<file path="config.mk">
export PLATFORM = sky130hd
export DESIGN_NAME = circular_deque
export DESIGN_NICKNAME = d
export VERILOG_FILES = /design/src/rtl/circular_deque.sv
export SDC_FILE = /design/constraint.sdc
export NUM_CORES = 2
export LEC_CHECK = 0
export CAP_MARGIN = 25
export CELL_PAD_IN_SITES_DETAIL_PLACEMENT = 1
export CELL_PAD_IN_SITES_GLOBAL_PLACEMENT = 1
export CORE_MARGIN = 1
export CORE_UTILIZATION = 25
export DETAILED_ROUTE_END_ITERATION = 16
export GPL_TIMING_DRIVEN = 0
export HOLD_SLACK_MARGIN = 0.05
export PLACE_DENSITY_LB_ADDON = 0.1
export SLEW_MARGIN = 30
export SYNTH_ARGS = -nofsm -noshare
export SYNTH_HDL_FRONTEND = slang
export SYNTH_SLANG_ARGS = --single-unit
</file>
<file path="constraint.sdc">
create_clock -name clk -period 17.3 [get_ports clk]
set_input_delay 4.325 -clock clk [delete_from_list [all_inputs] [get_ports clk]]
set_output_delay 4.325 -clock clk [all_outputs]
set_load 0.01 [all_outputs]
</file>
<file path="src/rtl/circular_deque.sv">
// Circular double-ended buffer: push/pop at either end, occupancy count, threshold flags,
// registered pop data with valid strobe and single-cycle overflow/underflow pulses.
module circular_deque #(
    parameter int word_size = 32,
    parameter int capacity  = 64,
    parameter int af_level  = capacity - 2,
    parameter int ae_level  = 2
) (
    input  logic                           clk,
    input  logic                           rst,
    input  logic                           wr,
    input  logic                           wr_front,
    input  logic                           rd,
    input  logic                           rd_back,
    input  logic [word_size-1:0]           data_in,
    output logic [word_size-1:0]           data_out,
    output logic                           valid_out,
    output logic [$clog2(capacity+1)-1:0]  count,
    output logic                           full,
    output logic                           empty,
    output logic                           almost_full,
    output logic                           almost_empty,
    output logic                           overflow,
    output logic                           underflow
);
    localparam int IW = (capacity > 1) ? $clog2(capacity) : 1;
    localparam int CW = $clog2(capacity + 1);
    localparam logic [CW-1:0] CAP_C = CW'(capacity);
    localparam logic [CW-1:0] AF_C  = CW'(af_level);
    localparam logic [CW-1:0] AE_C  = CW'(ae_level);
    localparam logic [IW-1:0] LAST  = IW'(capacity - 1);

    logic [word_size-1:0] mem [capacity];

    logic [IW-1:0]        head_q, head_d, tail_q, tail_d;
    logic [CW-1:0]        count_q, count_d;
    logic [word_size-1:0] data_out_q;
    logic                 valid_out_q, overflow_q, underflow_q;

    logic [IW-1:0] head_pop, tail_pop, pop_idx, push_idx;
    logic          pop_ok, push_ok;

    // Wrap by explicit compare so non-power-of-two capacities work.
    function automatic logic [IW-1:0] ptr_inc(input logic [IW-1:0] p);
        return (p == LAST) ? '0 : p + IW'(1);
    endfunction

    function automatic logic [IW-1:0] ptr_dec(input logic [IW-1:0] p);
        return (p == '0) ? LAST : p - IW'(1);
    endfunction

    // The pop sees pre-cycle state; the push is then applied to the post-pop pointers.
    always_comb begin
        pop_ok   = rd && (count_q != '0);
        pop_idx  = rd_back ? ptr_dec(tail_q) : head_q;
        head_pop = (pop_ok && !rd_back) ? ptr_inc(head_q) : head_q;
        tail_pop = (pop_ok && rd_back)  ? ptr_dec(tail_q) : tail_q;
        push_ok  = wr && ((count_q < CAP_C) || pop_ok);
        push_idx = wr_front ? ptr_dec(head_pop) : tail_pop;
        head_d   = (push_ok && wr_front)  ? ptr_dec(head_pop) : head_pop;
        tail_d   = (push_ok && !wr_front) ? ptr_inc(tail_pop) : tail_pop;
        count_d  = count_q;
        if (push_ok && !pop_ok) begin
            count_d = count_q + CW'(1);
        end else if (pop_ok && !push_ok) begin
            count_d = count_q - CW'(1);
        end
    end

    always_ff @(posedge clk) begin
        if (rst) begin
            head_q      <= '0;
            tail_q      <= '0;
            count_q     <= '0;
            data_out_q  <= '0;
            valid_out_q <= 1'b0;
            overflow_q  <= 1'b0;
            underflow_q <= 1'b0;
        end else begin
            head_q      <= head_d;
            tail_q      <= tail_d;
            count_q     <= count_d;
            valid_out_q <= pop_ok;
            overflow_q  <= wr && !push_ok;
            underflow_q <= rd && !pop_ok;
            if (pop_ok) begin
                data_out_q <= mem[pop_idx];
            end
        end
    end

    // Storage is never cleared; a same-slot push and pop reads the old word.
    always_ff @(posedge clk) begin
        if (push_ok && !rst) begin
            mem[push_idx] <= data_in;
        end
    end

    assign data_out     = data_out_q;
    assign valid_out    = valid_out_q;
    assign overflow     = overflow_q;
    assign underflow    = underflow_q;
    assign count        = count_q;
    assign full         = (count_q == CAP_C);
    assign empty        = (count_q == '0);
    assign almost_full  = (count_q >= AF_C);
    assign almost_empty = (count_q <= AE_C);

endmodule

</file>
### Word-level counts from Yosys, hierarchy flattened

Memories as Yosys holds them, arrays and structs flattened. A register that Yosys moved wholly into a read port is not among the register bits.
Cells that the tools add are included.

* add/subtract/negate cells: 6
* $lt $le $gt $ge: 3
* equal/unequal tests: 3
* multiplexer cells: 14
* reduce and logical (&&, ||, !) cells: 22

Operators with widths (number)
* 2-to-1 mux 6 bit: 10
* 2-to-1 mux 7 bit: 2
* adder 6 x 1 -> 6 bit (second input constant): 2
* equality test 6 bit (second input constant): 2
* logical NOT 6 bit: 2
* subtractor 6 x 1 -> 6 bit (second input constant): 2
* logical AND 1 bit: 11
* adder 7 x 1 -> 7 bit (second input constant): 1
* equality test 7 bit (second input constant): 1
* greater-or-equal comparator 7 x 6 -> 1 bit (second input constant): 1
* <= comparator 7 x 2 -> 1 bit (second input constant): 1
* logical NOT 7 bit: 1
* < comparator 7 bit (second input constant): 1
* nonzero test 7 bit: 1
* subtractor 7 x 1 -> 7 bit (second input constant): 1
* logical NOT 1 bit: 5
* 2-to-1 mux 1 bit: 2
* nonzero test 2 bit: 1
* logical OR 1 bit: 1

* register bits after elaboration: 22
* bits in writable memories: 2048
* output and inout port bits: 46
* word-level logic and storage cells: 55
* memories kept: 1

Memory list
* mem: words 64, width 32, read ports 1, clocked after Yosys merged registers in 1, wr ports 1, RTL line 33 `logic [word_size-1:0] mem [capacity];`

### Depth between registers and ports, before layout

* depth in word-level cells: 8
* depth in mapped cells: 14

### Worst setup path before layout

OpenSTA, ideal clock, no wires.

* path type: input to register
* start point: input port rd_back
* end point: memory mem[12][0] (enable)
* data arrival time: 9950 ps
* slack: 6848 ps
* stages: 11
* path buffers: 2
* cell sequence: nand2b_1 a21oi_1 buf_2 mux2i_1 ha_1 o311a_1 nand4_1 a221oi_4 o211ai_2 buf_4 nor4_1

* word-level cells in the longest chain between the ends: 6
* elaborated cells between the ends (all ways): 9
* those cells by class: add/sub: 1; mux: 4; reduce/logical: 4

RTL lines
* from (decl): RTL line 14 `input logic rd_back,`
* logical NOT 1 bit: RTL line 56 `head_pop = (pop_ok && !rd_back) ? ptr_inc(head_q) : head_q;`
* logical AND 1 bit: RTL line 56
* 2-to-1 mux 6 bit: RTL line 56
* subtractor 6 x 1 -> 6 bit / logical NOT 6 bit (equally long branches): RTL line 49 `return (p == '0) ? LAST : p - IW'(1);`
* 2-to-1 mux 6 bit: RTL line 49
* 2-to-1 mux 6 bit *: RTL line 59 `push_idx = wr_front ? ptr_dec(head_pop) : tail_pop;`
* to (decl): RTL line 33

Every way passes the cells marked *; elsewhere a longest branch is shown, timed or not.

### Worst setup path after layout

* start point: input port rd
* end point: memory mem[15][28] (enable)

* word-level cells in the longest chain between the ends: 6
* elaborated cells between the ends (all ways): 14
* those cells by class: add/sub: 1; mux: 6; reduce/logical: 7

RTL lines
* from (decl): RTL line 13 `input logic rd,`
* logical AND 1 bit *: RTL line 54 `pop_ok = rd && (count_q != '0);`
* logical AND 1 bit / logical OR 1 bit (equally long branches): RTL line 56, 58
* 2-to-1 mux 6 bit / logical AND 1 bit (equally long branches): RTL line 56, 58
* subtractor 6 x 1 -> 6 bit (tied with other cells): RTL line 49
* 2-to-1 mux 6 bit / 2-to-1 mux 1 bit (equally long branches): RTL line 49, 94
* 2-to-1 mux 6 bit / 2-to-1 mux 1 bit (equally long branches): RTL line 59, 95

Marked as above.

==> impl_metrics.py <==
metrics = {
    "outcome": {
        "status": "finished, final reports clean",
    },
    "setup_path": {
        "reg2reg_to": "mem[15][28]$_DFFE_PP_",
        "worstPathCellList": "clkdlybuf4s50_1, nand2b_1, a21oi_1, buf_2, mux2i_1, ha_1, o311a_1, nand4_1, a221oi_4, o211ai_2, buf_4, nor4_2, buf_2, buf_2, buf_2, buf_2, buf_2, buf_2",
        "crit_start": "rd",
        "critPathCapture": "mem[15][28]$_DFFE_PP_",
        "end_kind": "flip-flop",
        "reg2reg_slack_ps": 10640,
        "reg2reg_depth": 18,
        "max_stage_delay_ps": 680,
        "crit_path_start_kind": "input pin",
        "arrival_ps": 10420,
        "worstPathRequired_ps": 17890,
        "critPathMaxFanout": 10,
        "regToRegStartpoint": "count[0]$_SDFFE_PP0P_",
        "crit_top_cell": "buf_2",
        "cp_slowest_cell": "clkdlybuf4s50_1",
        "crit_type": "input pin to flip-flop",
    },
    "clocking": {
        "numCtsBuffers": 245,
        "cts_hold_buf": 0,
        "clkTransAtPathRegs_ps": 60,
        "h-tree-depth": 4,
        "cts_root_buf": "clkbuf_16",
        "clk_latency_ps": 950,
        "ctsResizeCount": 0,
        "cts_tree": "done",
        "post_cts_buffers": 0,
        "clockBufferDepth": 4,
        "cts.sinks": 2102,
    },
    "die": {
        "coreArea_sq_mm": 0.328,
        "die_area_sq_mm": 0.333,
        "row_count": 210,
        "pin_count": 84,
        "fp.dieW_microns": 577,
        "die_y_microns": 577,
        "initial_core_util_pct": 25.2,
    },
    "global_route": {
        "grt_pass1_vias": 51300,
        "grt-ovfl-total": 0,
        "grt_usage_pct": 19.1,
        "grt_pass1_wl_microns": 439000,
        "antenna_found_initial": 37,
        "grt_max_degree": 49,
    },
    "timing": {
        "setup_tns_ps": 0,
        "max-slew-margin-rel_pct": 22.1,
        "timing.final.crit_share_pct": 56.8,
        "slew_violations": 0,
        "setup_viol": 0,
        "rsz0062_at_grt": "false",
        "hold_violations": 0,
        "fin_crit_ps": 9830,
        "timing_worst_slew_pin_value_ps": 1160,
        "skew_ps": 105,
        "fmax_ghz": 0.102,
    },
    "place": {
        "numPortBuffers": 81,
        "dp_cells": 9772,
        "place_congestion": 0.825,
        "dp_hpwl_microns": 240000,
        "placed_cell_area_sq_mm": 0.0933,
    },
    "drt": {
        "vias": 49400,
        "routed-wl-met3_microns": 14100,
        "highest_layer": "met4",
        "drtPass1Iterations": 5,
        "drt_iter0_drc": 4763,
        "drc_errors": 0,
        "m1WireLength_microns": 152000,
        "met2_length_microns": 149000,
        "antenna_left": 0,
        "drt-total-wl_microns": 322000,
        "avgRoutedWirePerCell_microns": 31.4,
        "viasPerCell": 4.82,
    },
    "layout": {
        "area_delta_synth_final_pct": 22.3,
        "layout_common_cells": "2048 x edfxtp_1, 728 x nand2_1, 287 x buf_2, 277 x clkbuf_1, 256 x mux4_2",
        "final_nets": 5725,
        "fin_cells": 10200,
        "postLayoutCellArea_sq_mm": 0.101,
        "final_common_cell": "edfxtp_1",
        "drive_gt1_share_pct": 22.1,
    },
    "power": {
        "power_frac_seq_pct": 36.1,
        "p_clk_share_pct": 31.3,
        "pwr-share-comb_pct": 32.5,
        "ir_worst_vdd_mv": 0.0841,
        "p_sw_share_pct": 37.0,
        "power.leakage_nw": 33.3,
        "pwr_density_cell_mw_per_mm2": 161,
        "power_switching_mw": 6.02,
        "p_int_mw": 10.3,
    },
    "synthesis": {
        "synth_area_per_cell_sq_um": 16.9,
        "synthFlopType": "edfxtp_1",
        "yosysSeqAreaShare_pct": 75.6,
        "syn_nets": 4939,
        "yosysWarningCount": 0,
        "ys_ff_latch": 2102,
        "syn_inst": 4889,
        "synth_area_sq_mm": 0.0827,
        "synth_edf_count": 2048,
        "async_flop_share_pct": 0,
        "synth_cell_types": 78,
    },
    "job": {
        "max_cap_viol_count": 0,
    },
    "hold_path": {
        "min_from": "data_out[25]$_SDFFE_PP0N_",
        "min_path_cells": 3,
        "min_path_type": "flip-flop to flip-flop",
    },
}
## layer usage
metal	global-route usage, %	up-vias
met5	0	-
met1	27.5	26700
met4	3.92	0
met2	30.7	1120
met3	2.38	305
li1	-	21300
## state kept, by name (all words and copies together) (netlist names)
| register | count |
|---|---|
| count | 7 |
| data_out | 32 |
| head_q | 6 |
| mem | 2048 |
| overflow | 1 |
| tail_q | 6 |
| underflow | 1 |
| valid_out | 1 |
## kinds of logic after synthesis
kind of cell	Yosys count	synth area share [%]
buf+inv	365	1.79
xor+xnor	18	0.191
mux	361	8.24
fa+ha+maj	12	0.191
compound gates	723	6.54
simple gates	1308	7.42
flops	2102	75.6
## cell usage after synthesis, types with 6 or more instances
| cell type | n | area share [%] |
|---|---|---|
| a211oi_1 | 163 | 1.5 |
| a21oi_1 | 21 | 0.13 |
| a311oi_1 | 161 | 1.7 |
| a31oi_1 | 101 | 0.76 |
| and3_1 | 167 | 1.3 |
| buf_1 | 27 | 0.12 |
| buf_2 | 53 | 0.32 |
| buf_4 | 6 | 0.054 |
| clkbuf_1 | 262 | 1.2 |
| dfxtp_1 | 54 | 1.3 |
| edfxtp_1 | 2048 | 74 |
| ha_1 | 11 | 0.17 |
| inv_1 | 13 | 0.059 |
| mux2i_1 | 104 | 1.3 |
| mux4_2 | 256 | 7.0 |
| nand2_1 | 728 | 3.3 |
| nand2b_1 | 7 | 0.053 |
| nand3_1 | 201 | 1.2 |
| nor2_1 | 101 | 0.46 |
| nor3_1 | 7 | 0.042 |
| nor4_1 | 32 | 0.24 |
| nor4_2 | 33 | 0.50 |
| o21ai_0 | 71 | 0.43 |
| o221ai_1 | 32 | 0.34 |
| o22a_1 | 32 | 0.34 |
| o22ai_1 | 65 | 0.49 |
| o31a_1 | 33 | 0.35 |
| xnor2_1 | 16 | 0.17 |
## worst max-delay path, delay by kind of cell
family | cells | cell delay, ps
multiplexers | 1 | 540
buffers and inverters | 9 | 2680
AND/OR/NAND/NOR | 3 | 1000
adder cells (fa/ha/maj) | 1 | 390
AO/OA/AOI/OAI | 4 | 1460
## how the worst min path moves through the flow
| stage | to | slack (ps) |
|---|---|---|
| 6_report | data_out[25]$_SDFFE_PP0N_ | 590 |
| 5_1_grt | data_out[25]$_SDFFE_PP0N_ | 620 |
| 4_1_cts | data_out[25]$_SDFFE_PP0N_ | 600 |
| 3_5_place_dp | data_out[25]$_SDFFE_PP0N_ | 590 |
| 3_3_place_gp | data_out[24]$_SDFFE_PP0N_ | 590 |
| 2_1_floorplan | count[6]$_SDFFE_PP0P_ | 580 |
## layout make-up
class | count | area, sq um
clock inverter | 140 | 1160
buffer | 352 | 1490
timing repair buffer | 539 | 4500
multi-input combinational | 2422 | 19300
fill | 33700 | 227000
clock buffer | 314 | 6620
inverter | 13 | 48.8
antenna | 20 | 50.0
sequential | 2102 | 62600
tap | 4346 | 5440
## metrics by stage
stage	util (%)	power (mW)	hold slack [ps]	worst slack, ps
after CTS	30.8	16.5	597	7610
after global routing	30.8	16.9	619	7300
final	30.8	16.3	587	7470
after global placement	27.1	11.1	588	604
after floorplan	-	8.53	584	6850
after detailed placement	28.4	11.4	590	6620
## power by group through the flow
stage | Clock [mW] | Combinational (mW) | Sequential, mW
6_report | 5.10 | 5.30 | 5.88
4_1_cts | 5.25 | 5.37 | 5.89
5_1_grt | 5.41 | 5.57 | 5.89
3_3_place_gp | 0 | 5.08 | 6.04
3_5_place_dp | 0 | 5.36 | 6.00
2_1_floorplan | 0 | 2.59 | 5.94
(Power assumes the default switching activity.)
